`config.mk`:
```
export PLATFORM = sky130hd
export DESIGN_NAME = psramc_init_mst_flat
export DESIGN_NICKNAME = d
export VERILOG_FILES = /design/src/rtl/psramc_pkg.sv /design/src/rtl/psramc_init_mst_if.sv /design/src/rtl/psramc_mst_xfer.sv /design/src/rtl/psramc_init_mst.sv /design/src/flat_wrapper.sv
export SDC_FILE = /design/constraint.sdc
export NUM_CORES = 1
export LEC_CHECK = 0
export ABC_AREA = 1
export CAP_MARGIN = 20
export CORE_AREA = 2 2 117 119
export DETAILED_ROUTE_END_ITERATION = 6
export DIE_AREA = 0 0 119 121
export SETUP_SLACK_MARGIN = 0.02
export SYNTH_ARGS = -nofsm -noshare
export SYNTH_HDL_FRONTEND = slang
export SYNTH_SLANG_ARGS = --single-unit
```
`constraint.sdc`:
```
create_clock -name clk -period 4.6 [get_ports clk]
set_input_delay 0.92 -clock clk [delete_from_list [all_inputs] [get_ports clk]]
set_output_delay 0.92 -clock clk [all_outputs]
set_load 0.1 [all_outputs]
```
`src/rtl/psramc_pkg.sv`:
```
// Shared register map, status bits, error codes and FSM encodings for the
// PSRAM controller boot initiator.
package psramc_pkg;

   localparam logic [11:0] ADDR_CR  = 12'h000;
   localparam logic [11:0] ADDR_SR  = 12'h004;
   localparam logic [11:0] ADDR_TR  = 12'h008;
   localparam logic [11:0] ADDR_ID0 = 12'h00C;
   localparam logic [11:0] ADDR_ID1 = 12'h010;
   localparam logic [11:0] ADDR_CR0 = 12'h014;
   localparam logic [11:0] ADDR_CR1 = 12'h018;

   localparam int unsigned SR_READY = 0;
   localparam int unsigned SR_ERROR = 1;

   typedef logic [1:0] err_code_t;
   localparam err_code_t ERR_NONE = 2'd0;
   localparam err_code_t ERR_BUS  = 2'd1;
   localparam err_code_t ERR_DEV  = 2'd2;
   localparam err_code_t ERR_POLL = 2'd3;

   typedef logic [3:0] state_t;
   localparam state_t ST_IDLE   = 4'd0;
   localparam state_t ST_WR_TR  = 4'd1;
   localparam state_t ST_WR_CR  = 4'd2;
   localparam state_t ST_RD_SR  = 4'd3;
   localparam state_t ST_GAP    = 4'd4;
   localparam state_t ST_RD_ID0 = 4'd5;
   localparam state_t ST_RD_CR0 = 4'd6;
   localparam state_t ST_WR_CR0 = 4'd7;
   localparam state_t ST_DONE   = 4'd8;
   localparam state_t ST_ERR    = 4'd9;

endpackage

```
`src/rtl/psramc_init_mst_if.sv`:
```
// mem_valid/mem_ready register bus between the boot initiator and psramc_reg.
interface psramc_init_mst_if;

   logic        mem_valid;
   logic        mem_ready;
   logic [11:0] mem_addr;
   logic [31:0] mem_wdata;
   logic [3:0]  mem_wstrb;
   logic [31:0] mem_rdata;

   modport master (
      output mem_valid,
      output mem_addr,
      output mem_wdata,
      output mem_wstrb,
      input  mem_ready,
      input  mem_rdata
   );

   modport slave (
      input  mem_valid,
      input  mem_addr,
      input  mem_wdata,
      input  mem_wstrb,
      output mem_ready,
      output mem_rdata
   );

endinterface

```
`src/rtl/psramc_mst_xfer.sv`:
```
// Single-transaction engine: launches one registered request, waits for the
// ready strobe and aborts after BUS_TO cycles without one.
module psramc_mst_xfer #(
   parameter int unsigned BUS_TO = 64
) (
   input  logic        clk,
   input  logic        rst_n,
   input  logic        req,
   input  logic [11:0] addr,
   input  logic [31:0] wdata,
   input  logic        write,
   output logic        ack,
   output logic [31:0] rdata,
   output logic        timeout,
   psramc_init_mst_if.master bus
);

   localparam int unsigned TW = $clog2(BUS_TO) + 1;
   localparam logic [TW-1:0] TO_LAST = TW'(BUS_TO - 1);

   logic          valid_q;
   logic [11:0]   addr_q;
   logic [31:0]   wdata_q;
   logic [3:0]    wstrb_q;
   logic [TW-1:0] to_cnt_q;

   assign ack     = valid_q & bus.mem_ready;
   assign timeout = valid_q & ~bus.mem_ready & (to_cnt_q == TO_LAST);
   assign rdata   = bus.mem_rdata;

   // A request is only accepted while idle, so the cycle that completes a
   // transfer can never relaunch it.
   always_ff @(posedge clk or negedge rst_n) begin
      if (!rst_n) begin
         valid_q  <= 1'b0;
         addr_q   <= '0;
         wdata_q  <= '0;
         wstrb_q  <= '0;
         to_cnt_q <= '0;
      end else if (!valid_q) begin
         if (req) begin
            valid_q  <= 1'b1;
            addr_q   <= addr;
            wdata_q  <= wdata;
            wstrb_q  <= {4{write}};
            to_cnt_q <= '0;
         end
      end else if (ack || timeout) begin
         valid_q <= 1'b0;
      end else begin
         to_cnt_q <= to_cnt_q + TW'(1);
      end
   end

   assign bus.mem_valid = valid_q;
   assign bus.mem_addr  = addr_q;
   assign bus.mem_wdata = wdata_q;
   assign bus.mem_wstrb = wstrb_q;

endmodule

```
`src/rtl/psramc_init_mst.sv`:
```
// Boot-time initiator: programs TR and CR, polls SR until ready, reads back
// ID0/CR0 and optionally rewrites CR0 in complement-guarded form.
module psramc_init_mst
   import psramc_pkg::*;
#(
   parameter logic [31:0] TR_VAL   = 32'h0432_220A,
   parameter logic [3:0]  CKDIV    = 4'd3,
   parameter logic [15:0] CR0_VAL  = 16'h8F1F,
   parameter bit          WR_CR0   = 1'b1,
   parameter int unsigned POLL_GAP = 16,
   parameter int unsigned POLL_MAX = 1024,
   parameter int unsigned BUS_TO   = 64
) (
   input  logic        clk,
   input  logic        rst_n,
   input  logic        start,
   psramc_init_mst_if.master bus,
   output logic        busy,
   output logic        done,
   output logic        err,
   output logic [1:0]  err_code,
   output logic [15:0] id0,
   output logic [15:0] cr0
);

   localparam int unsigned PW = $clog2(POLL_MAX) + 1;
   localparam int unsigned GW = $clog2(POLL_GAP) + 1;
   localparam logic [PW-1:0] POLL_LAST = PW'(POLL_MAX);
   localparam logic [GW-1:0] GAP_LAST  = GW'(POLL_GAP - 1);

   state_t        state_q, state_d;
   logic [PW-1:0] poll_q, poll_d;
   logic [GW-1:0] gap_q, gap_d;
   logic          busy_q, busy_d;
   logic          done_q, done_d;
   logic          err_q, err_d;
   err_code_t     code_q, code_d;
   logic [15:0]   id0_q, id0_d;
   logic [15:0]   cr0_q, cr0_d;

   logic        req;
   logic [11:0] addr;
   logic [31:0] wdata;
   logic        write;
   logic        ack;
   logic        timeout;
   logic [31:0] rdata;
   logic        unused_rdata_hi;

   assign unused_rdata_hi = ^rdata[31:16];

   psramc_mst_xfer #(
      .BUS_TO (BUS_TO)
   ) u_xfer (
      .clk     (clk),
      .rst_n   (rst_n),
      .req     (req),
      .addr    (addr),
      .wdata   (wdata),
      .write   (write),
      .ack     (ack),
      .rdata   (rdata),
      .timeout (timeout),
      .bus     (bus)
   );

   always_comb begin
      req   = 1'b1;
      write = 1'b0;
      addr  = '0;
      wdata = '0;
      case (state_q)
         ST_WR_TR: begin
            addr  = ADDR_TR;
            wdata = TR_VAL;
            write = 1'b1;
         end
         ST_WR_CR: begin
            addr  = ADDR_CR;
            wdata = {24'b0, CKDIV, 3'b0, 1'b1};
            write = 1'b1;
         end
         ST_RD_SR:  addr = ADDR_SR;
         ST_RD_ID0: addr = ADDR_ID0;
         ST_RD_CR0: addr = ADDR_CR0;
         ST_WR_CR0: begin
            addr  = ADDR_CR0;
            wdata = {~CR0_VAL, CR0_VAL};
            write = 1'b1;
         end
         default: req = 1'b0;
      endcase
   end

   always_comb begin
      state_d = state_q;
      poll_d  = poll_q;
      gap_d   = gap_q;
      busy_d  = busy_q;
      done_d  = done_q;
      err_d   = err_q;
      code_d  = code_q;
      id0_d   = id0_q;
      cr0_d   = cr0_q;
      if (timeout) begin
         state_d = ST_ERR;
         busy_d  = 1'b0;
         err_d   = 1'b1;
         code_d  = ERR_BUS;
      end else begin
         case (state_q)
            ST_IDLE, ST_DONE, ST_ERR: begin
               if (start) begin
                  state_d = ST_WR_TR;
                  busy_d  = 1'b1;
                  done_d  = 1'b0;
                  err_d   = 1'b0;
                  code_d  = ERR_NONE;
                  poll_d  = '0;
               end
            end
            ST_WR_TR: if (ack) state_d = ST_WR_CR;
            ST_WR_CR: if (ack) state_d = ST_RD_SR;
            ST_RD_SR: begin
               if (ack) begin
                  // The device error bit outranks the ready bit.
                  if (rdata[SR_ERROR]) begin
                     state_d = ST_ERR;
                     busy_d  = 1'b0;
                     err_d   = 1'b1;
                     code_d  = ERR_DEV;
                  end else if (rdata[SR_READY]) begin
                     state_d = ST_RD_ID0;
                  end else begin
                     poll_d = poll_q + PW'(1);
                     if (poll_d == POLL_LAST) begin
                        state_d = ST_ERR;
                        busy_d  = 1'b0;
                        err_d   = 1'b1;
                        code_d  = ERR_POLL;
                     end else begin
                        state_d = ST_GAP;
                        gap_d   = '0;
                     end
                  end
               end
            end
            ST_GAP: begin
               gap_d = gap_q + GW'(1);
               if (gap_q == GAP_LAST) state_d = ST_RD_SR;
            end
            ST_RD_ID0: begin
               if (ack) begin
                  id0_d   = rdata[15:0];
                  state_d = ST_RD_CR0;
               end
            end
            ST_RD_CR0: begin
               if (ack) begin
                  cr0_d = rdata[15:0];
                  if (WR_CR0) begin
                     state_d = ST_WR_CR0;
                  end else begin
                     state_d = ST_DONE;
                     busy_d  = 1'b0;
                     done_d  = 1'b1;
                  end
               end
            end
            ST_WR_CR0: begin
               if (ack) begin
                  state_d = ST_DONE;
                  busy_d  = 1'b0;
                  done_d  = 1'b1;
               end
            end
            default: state_d = ST_IDLE;
         endcase
      end
   end

   always_ff @(posedge clk or negedge rst_n) begin
      if (!rst_n) begin
         state_q <= ST_IDLE;
         poll_q  <= '0;
         gap_q   <= '0;
         busy_q  <= 1'b0;
         done_q  <= 1'b0;
         err_q   <= 1'b0;
         code_q  <= ERR_NONE;
         id0_q   <= '0;
         cr0_q   <= '0;
      end else begin
         state_q <= state_d;
         poll_q  <= poll_d;
         gap_q   <= gap_d;
         busy_q  <= busy_d;
         done_q  <= done_d;
         err_q   <= err_d;
         code_q  <= code_d;
         id0_q   <= id0_d;
         cr0_q   <= cr0_d;
      end
   end

   assign busy     = busy_q;
   assign done     = done_q;
   assign err      = err_q;
   assign err_code = code_q;
   assign id0      = id0_q;
   assign cr0      = cr0_q;

endmodule

```
`src/flat_wrapper.sv`:
```
// flat-port wrapper written by rule: the top's interface ports become plain ports
module psramc_init_mst_flat import psramc_pkg::*;
#(
   parameter logic [31:0] TR_VAL   = 32'h0432_220A,
   parameter logic [3:0]  CKDIV    = 4'd3,
   parameter logic [15:0] CR0_VAL  = 16'h8F1F,
   parameter bit          WR_CR0   = 1'b1,
   parameter int unsigned POLL_GAP = 16,
   parameter int unsigned POLL_MAX = 1024,
   parameter int unsigned BUS_TO   = 64
)
  (clk, rst_n, start, busy, done, err, err_code, id0, cr0, bus_mem_valid, bus_mem_addr, bus_mem_wdata, bus_mem_wstrb, bus_mem_ready, bus_mem_rdata);
  psramc_init_mst_if bus_i ();
  input  logic clk;
  input  logic rst_n;
  input  logic start;
  output logic busy;
  output logic done;
  output logic err;
  output logic [1:0] err_code;
  output logic [15:0] id0;
  output logic [15:0] cr0;
  output wire logic [$bits(bus_i.mem_valid)-1:0] bus_mem_valid;
  output wire logic [$bits(bus_i.mem_addr)-1:0] bus_mem_addr;
  output wire logic [$bits(bus_i.mem_wdata)-1:0] bus_mem_wdata;
  output wire logic [$bits(bus_i.mem_wstrb)-1:0] bus_mem_wstrb;
  input wire logic [$bits(bus_i.mem_ready)-1:0] bus_mem_ready;
  input wire logic [$bits(bus_i.mem_rdata)-1:0] bus_mem_rdata;
  assign bus_mem_valid = bus_i.mem_valid;
  assign bus_mem_addr = bus_i.mem_addr;
  assign bus_mem_wdata = bus_i.mem_wdata;
  assign bus_mem_wstrb = bus_i.mem_wstrb;
  assign bus_i.mem_ready = bus_mem_ready;
  assign bus_i.mem_rdata = bus_mem_rdata;
  psramc_init_mst #(.TR_VAL(TR_VAL), .CKDIV(CKDIV), .CR0_VAL(CR0_VAL), .WR_CR0(WR_CR0), .POLL_GAP(POLL_GAP), .POLL_MAX(POLL_MAX), .BUS_TO(BUS_TO)) u_core (.clk(clk), .rst_n(rst_n), .start(start), .bus(bus_i), .busy(busy), .done(done), .err(err), .err_code(err_code), .id0(id0), .cr0(cr0));
endmodule
```
==> results of run 1 <==
-- power groups by stage --
stage,clock network [mW],logic [mW],registers [mW]
after floorplan,0,0.889,1.81
after global placement,0,2.14,0.960
after detailed placement,0,2.15,0.964
after CTS,0.770,2.15,0.955
after global routing,0.800,2.27,0.978
final,0.748,2.14,0.953
-- worst paths after layout --
check	start	endpoint	slack (ps)	cells after the start
worst max register to register	u_core.state_q[3]	u_core.u_xfer.to_cnt_q[5]	2430	10
worst min register to register	u_core.u_xfer.bus.mem_addr[3]	u_core.u_xfer.bus.mem_addr[3]	480	2
min in group asynchronous	rst_n	u_core.poll_q[7]	730	1
max in group asynchronous	rst_n	u_core.id0[6]	3300	1
worst min-delay path	u_core.u_xfer.bus.mem_addr[3]	u_core.u_xfer.bus.mem_addr[3]	480	2
worst max-delay path	u_core.u_xfer.bus.mem_wdata[29]	bus_mem_wdata[11]	1650	1
-- registers in the layout, indices dropped and copies added, names as in the netlist, 2 cells and up --
name / count
u_core.id0: 16
u_core.u_xfer.bus.mem_addr: 3
u_core.u_xfer.bus.mem_wdata: 5
u_core.state_q: 4
u_core.poll_q: 11
u_core.cr0: 16
u_core.u_xfer.to_cnt_q: 7
u_core.err_code: 2
u_core.gap_q: 5
-- cells in the mapped netlist, types with 4 or more instances --
cell | n | share of area, %
o22ai_1 | 4 | 0.65
inv_1 | 61 | 6.0
buf_4 | 40 | 7.8
nand4_1 | 9 | 1.5
nor2_1 | 27 | 2.6
dfrtp_1 | 74 | 48
nand2_1 | 126 | 12
o21ai_0 | 53 | 6.9
ha_1 | 5 | 1.6
clkbuf_1 | 7 | 0.68
nand3_1 | 43 | 5.6
a21oi_1 | 10 | 1.3
-- layout make-up --
| type | instances | area share, % |
|---|---|---|
| Clock inverter | 6 | 1.81 |
| Inverter | 63 | 4.75 |
| Multi-Input combinational cell | 315 | 29.8 |
| Tap cell | 176 | 4.42 |
| Timing Repair Buffer | 87 | 17.5 |
| Sequential cell | 74 | 37.2 |
| Clock buffer | 9 | 4.52 |
-- cells by family (layout without fill, tap and decap cells) --
group | Yosys count | count (layout) | synth area share (%)
flip-flops | 74 | 74 | 48.2
AO/OA/AOI/OAI | 73 | 73 | 10.2
XOR/XNOR | 1 | 1 | 0.228
AND/OR/NAND/NOR | 216 | 216 | 24.6
other | 1 | 20 | 0.0976
adder cells (fa/ha/maj) | 5 | 5 | 1.63
buffers and inverters | 113 | 165 | 15.0
-- layer usage --
| layer | part of all wire [%] | global-route usage, % |
|---|---|---|
| met5 | 0 | 0 |
| met1 | 46 | 15.6 |
| met2 | 47 | 19.4 |
| met3 | 6.6 | 4.98 |
| met4 | 0.44 | 4.69 |
-- stage by stage --
step	utilization [%]	setup WS [ps]
2_1_floorplan	-	2210
3_3_place_gp	35.5	1490
3_5_place_dp	35.5	1440
4_1_cts	37.9	1610
5_1_grt	38.0	1540
6_report	38.0	1650
==> metrics.txt, run 1 <==
Final nets around 600; CTS Buf Count 9; Die Area ~0.014 mm2; I/O pin cnt about 120; Comb pwr share around 56%; Crit. End Element output pin; most frequent cells in the layout nand2_1 (126), clkdlybuf4s50_1 (84), dfrtp_1 (74), inv_1 (61), o21ai_0 (53); Pre-antenna DRT Iters 5; Clk pin slew, worst setup/hold paths approximately 60 ps; pins over their slew limit 0; clk buf depth 2; dpl cells between 700 and 800; P_int 1.73 mW; Worst Hold Class reg2reg; TritonCTS Sinks 74; FF/Latch Area around 0.0019 mm2; routed len/inst around 12 um; Starting DRT DRC Count around 140; Slew headroom a little under a third; final routed DRC violation total 0; clock root cell clkbuf_16; Core Box Area between 0.01 and 0.015 mm2; Least-Margin Pin Slew 1020 ps; overall power around 3.8 mW; final worst path period need a little under 3000 ps; Ys Warns 0; grt ovf 0; Die X about 120 um; FP Rows 42; CP cell instances clkdlybuf4s50_1; clock share of power 19.5%; H-tree depth 3; status completed; leakage power ~2.4 nW; crit path buf inv count 1; worst hold slack between 400 and 500 ps; Setup Buffers After CTS 0; CTS Hold Bufs 0; share of cells above drive strength 1 under 10%; crit path DAT 2030 ps; Power Density between 700 and 800 mW/mm2; critical path class reg2out; Sw Ratio around 55%; first-pass GRT wire length about 14000 um; DP HPWL roughly 6300 um; Tot GR Track Use between 10% and 20%; Reg power frac about a quarter; Avg Cell Area, Syn 7.95 um2; via count 3215; Async SR Flop Fraction 100%; Worst Path Required around 3700 ps; # fillers 1304; Fmax achieved approximately 0.34 GHz; Post-synth EDFFs 0; Crit path max-delay family buffers and inverters; final hold violations 0; Multi-input gate area between 0.001 and 0.0015 mm2; sequential-to-total area share from yosys stat around half; Setup Viol. Count Final 0; Critical-path top delay cell clkdlybuf4s50_1; commonest non-fill, non-tap cell in the layout nand2_1; RSZ-0062 raised after global routing false; Worst Skew between 8 and 9 ps; CTS tree done; non-filler cells, final 730; Critical Path Source Type register; CP max FO 11; Clk Latency, worst-skew pair 330 ps; ANT cells 0; vias in the first global route about 3000; Post-Layout Inst Area about 0.005 mm2; flops & latches, synth 74; largest net degree at the start of global routing 75; post-synth cell types 31; Mapped Cells between 400 and 500; post-cts sizing count 0; synthesized area 0.00384 mm2; dominant synthesized flop cell dfrtp_1; ANT nets after route 0; RD Place Congestion around 0.86; post-DR vias/cell about 4.4; Psw 2.11 mW; VDD IR max approximately 0.31 mV; Setup TNS 0 ps; Post-DP Area around 0.0046 mm2; antenna violations before repair 0; CP max stage delay 1200 ps; initial core utilization roughly 29%; Die Span Y 121 um; synth-to-layout area growth 29.6%; Post-Route WL 8560 um; fin crit share between 60% and 70%; port bufs 85; MaxCap Viol Count 0
Power figures use the tool's default switching activity.
==> inputs of run 2 (changes only) <==
==> constraint.sdc (replaced) <==
create_clock -name clk -period 2.38 [get_ports clk]
set_input_delay 0.476 -clock clk [delete_from_list [all_inputs] [get_ports clk]]
set_output_delay 0.476 -clock clk [all_outputs]
set_load 0.1 [all_outputs]
==> run 2 against run 1 <==
Register-to-register slack worse by 2100 ps; cell count up 0.68%; core utilization shrank 1.1 points; flip-flop and latch count did not move; critical path depth grew 11; die area unchanged; via count rose by 0.34%; clock power is 70% higher; setup slack worse by 1300 ps; hold slack got worse by 360 ps; global-route usage grew 0.22 points; clock skew decreased by 3.3 ps.
==> metrics.txt, run 2 (synthesis gave the netlist of run 1 again) <==
status completed; Worst Setup Slack post-DPL around 180 ps; CTS tree done; Final nets ~600; Die Span Y between 100 and 150 um; overall power ~7.2 mW; met2 routed WL 4050 um; Pre-antenna DRT Iters 4; largest net degree at the start of global routing 40; Core Box Area ~0.013 mm2; Crit. End Element register; Crit path max-delay family simple AND/OR/NAND/NOR gates; share of cells above drive strength 1 18.2%; Fmax achieved between 0.4 and 0.5 GHz; synth-to-layout area growth 25.9%; WL met3 564 um; worst hold slack 118 ps; initial core utilization between 20% and 30%; Worst Path Required 2600 ps; RSZ-0062 raised after global routing false; pins over their slew limit 0; grt ovf 0; Setup TNS 0 ps; Slew headroom 64.7%; antenna violations before repair 0; final hold violations 0; first-pass GRT wire length around 14000 um; final routed DRC violation total 0; # fillers between 1000 and 1500; crit path buf inv count 0; TritonCTS Sinks 74; Post-Layout Inst Area 0.00484 mm2; critical path class reg2reg; Die X 119 um; clock root cell clkbuf_16; post-DR vias/cell between 4 and 5; Clk Latency, worst-skew pair 340 ps; Starting DRT DRC Count 228; commonest non-fill, non-tap cell in the layout nand2_1; CP max FO 6; I/O pin cnt around 120; Crit path top cell by count nand2_1; FP Rows 42; DP HPWL between 6000 and 7000 um; dpl cells 720; setup slack after layout ~320 ps; post-layout util between 30 and 40%; Post-Route WL approximately 8900 um; crit path DAT ~2300 ps; CP max stage delay about 440 ps; Setup Buffers After CTS 0; Worst Skew 5.39 ps; Worst Hold Class in2async; CTS Buf Count 9; Die Area around 0.014 mm2; VDD IR max 0.767 mV; max layer used met4; post-cts sizing count 0; ANT cells 0; met1 wire length roughly 4100 um; Critical-path top delay cell dfrtp_1; H-tree depth 3; Least-Margin Pin Slew roughly 530 ps; RD Place Congestion approximately 0.86; CP cell instances ha_2, nand3_1, nor2_1, nand2_1, nand2_1, nand3_1, nor2_1, nand3_1, nand3_1, nand2_1, nand2_1, nand2_1; leakage power ~2.5 nW; Critical Path Source Type register; via count roughly 3200; non-filler cells, final between 700 and 800; routed len/inst 12.1 um; most frequent cells in the layout nand2_1 (126), dfrtp_1 (73), buf_4 (72), inv_1 (61), o21ai_0 (53); final worst path period need 2060 ps; clk buf depth 2; vias in the first global route 3007; ANT nets after route 0; Post-DP Area ~0.0046 mm2; MaxCap Viol Count 0; fin crit share between 80 and 90%; Power Density between 1000 and 1500 mW/mm2; Clk pin slew, worst setup/hold paths approximately 60 ps; Setup Viol. Count Final 0; port bufs 85; Tot GR Track Use about an eighth; CTS Hold Bufs 0
## run 2: power by group
part,internal [mW],leakage [nW],switching (mW)
Clock,0.754,0.130,0.518
Sequential,1.58,0.999,0.278
Combinational,0.791,1.39,3.30
Total,3.12,2.52,4.09
## run 2: metal layers
metal  track usage (%)  vias up
met3              4.37       16
met4              5.21        0
li1                  -     1630
met2              20.4       84
met5                 0        -
met1              15.6     1496
## run 2: path summary, 6_finish.rpt
kind,start,endpoint,slack [ps],cells after the start
worst min-delay path,rst_n,u_core.poll_q[4],120,1
worst max register to register,u_core.poll_q[1],u_core.err_code[1],320,12
min in group clk,u_core.busy,u_core.busy,480,2
max in group asynchronous,rst_n,u_core.u_xfer.to_cnt_q[2],1690,2
worst min register to register,u_core.busy,u_core.busy,480,2
worst max-delay path,u_core.poll_q[1],u_core.err_code[1],320,12
## run 2: cell type report
type                       instances  area (um2)  area share [%]
sequential                        74        1850            38.3
multi-input combinational        315        1490            30.7
timing repair buffer              92         761            15.7
clock buffer                      11         253            5.23
inverter                          63         236            4.89
tap                              176         220            4.55
clock inverter                     4        27.5           0.569
==> inputs of run 3 (changes only) <==
--- a/config.mk
+++ b/config.mk
@@ -10,7 +10,9 @@
 export CORE_AREA = 2 2 117 119
 export DETAILED_ROUTE_END_ITERATION = 6
 export DIE_AREA = 0 0 119 121
+export HOLD_SLACK_MARGIN = 0.06
 export SETUP_SLACK_MARGIN = 0.02
+export SLEW_MARGIN = 10
 export SYNTH_ARGS = -nofsm -noshare
 export SYNTH_HDL_FRONTEND = slang
 export SYNTH_SLANG_ARGS = --single-unit
==> results of run 3 <==
The final DEF is identical to that of run 2; final timing and power are the same.
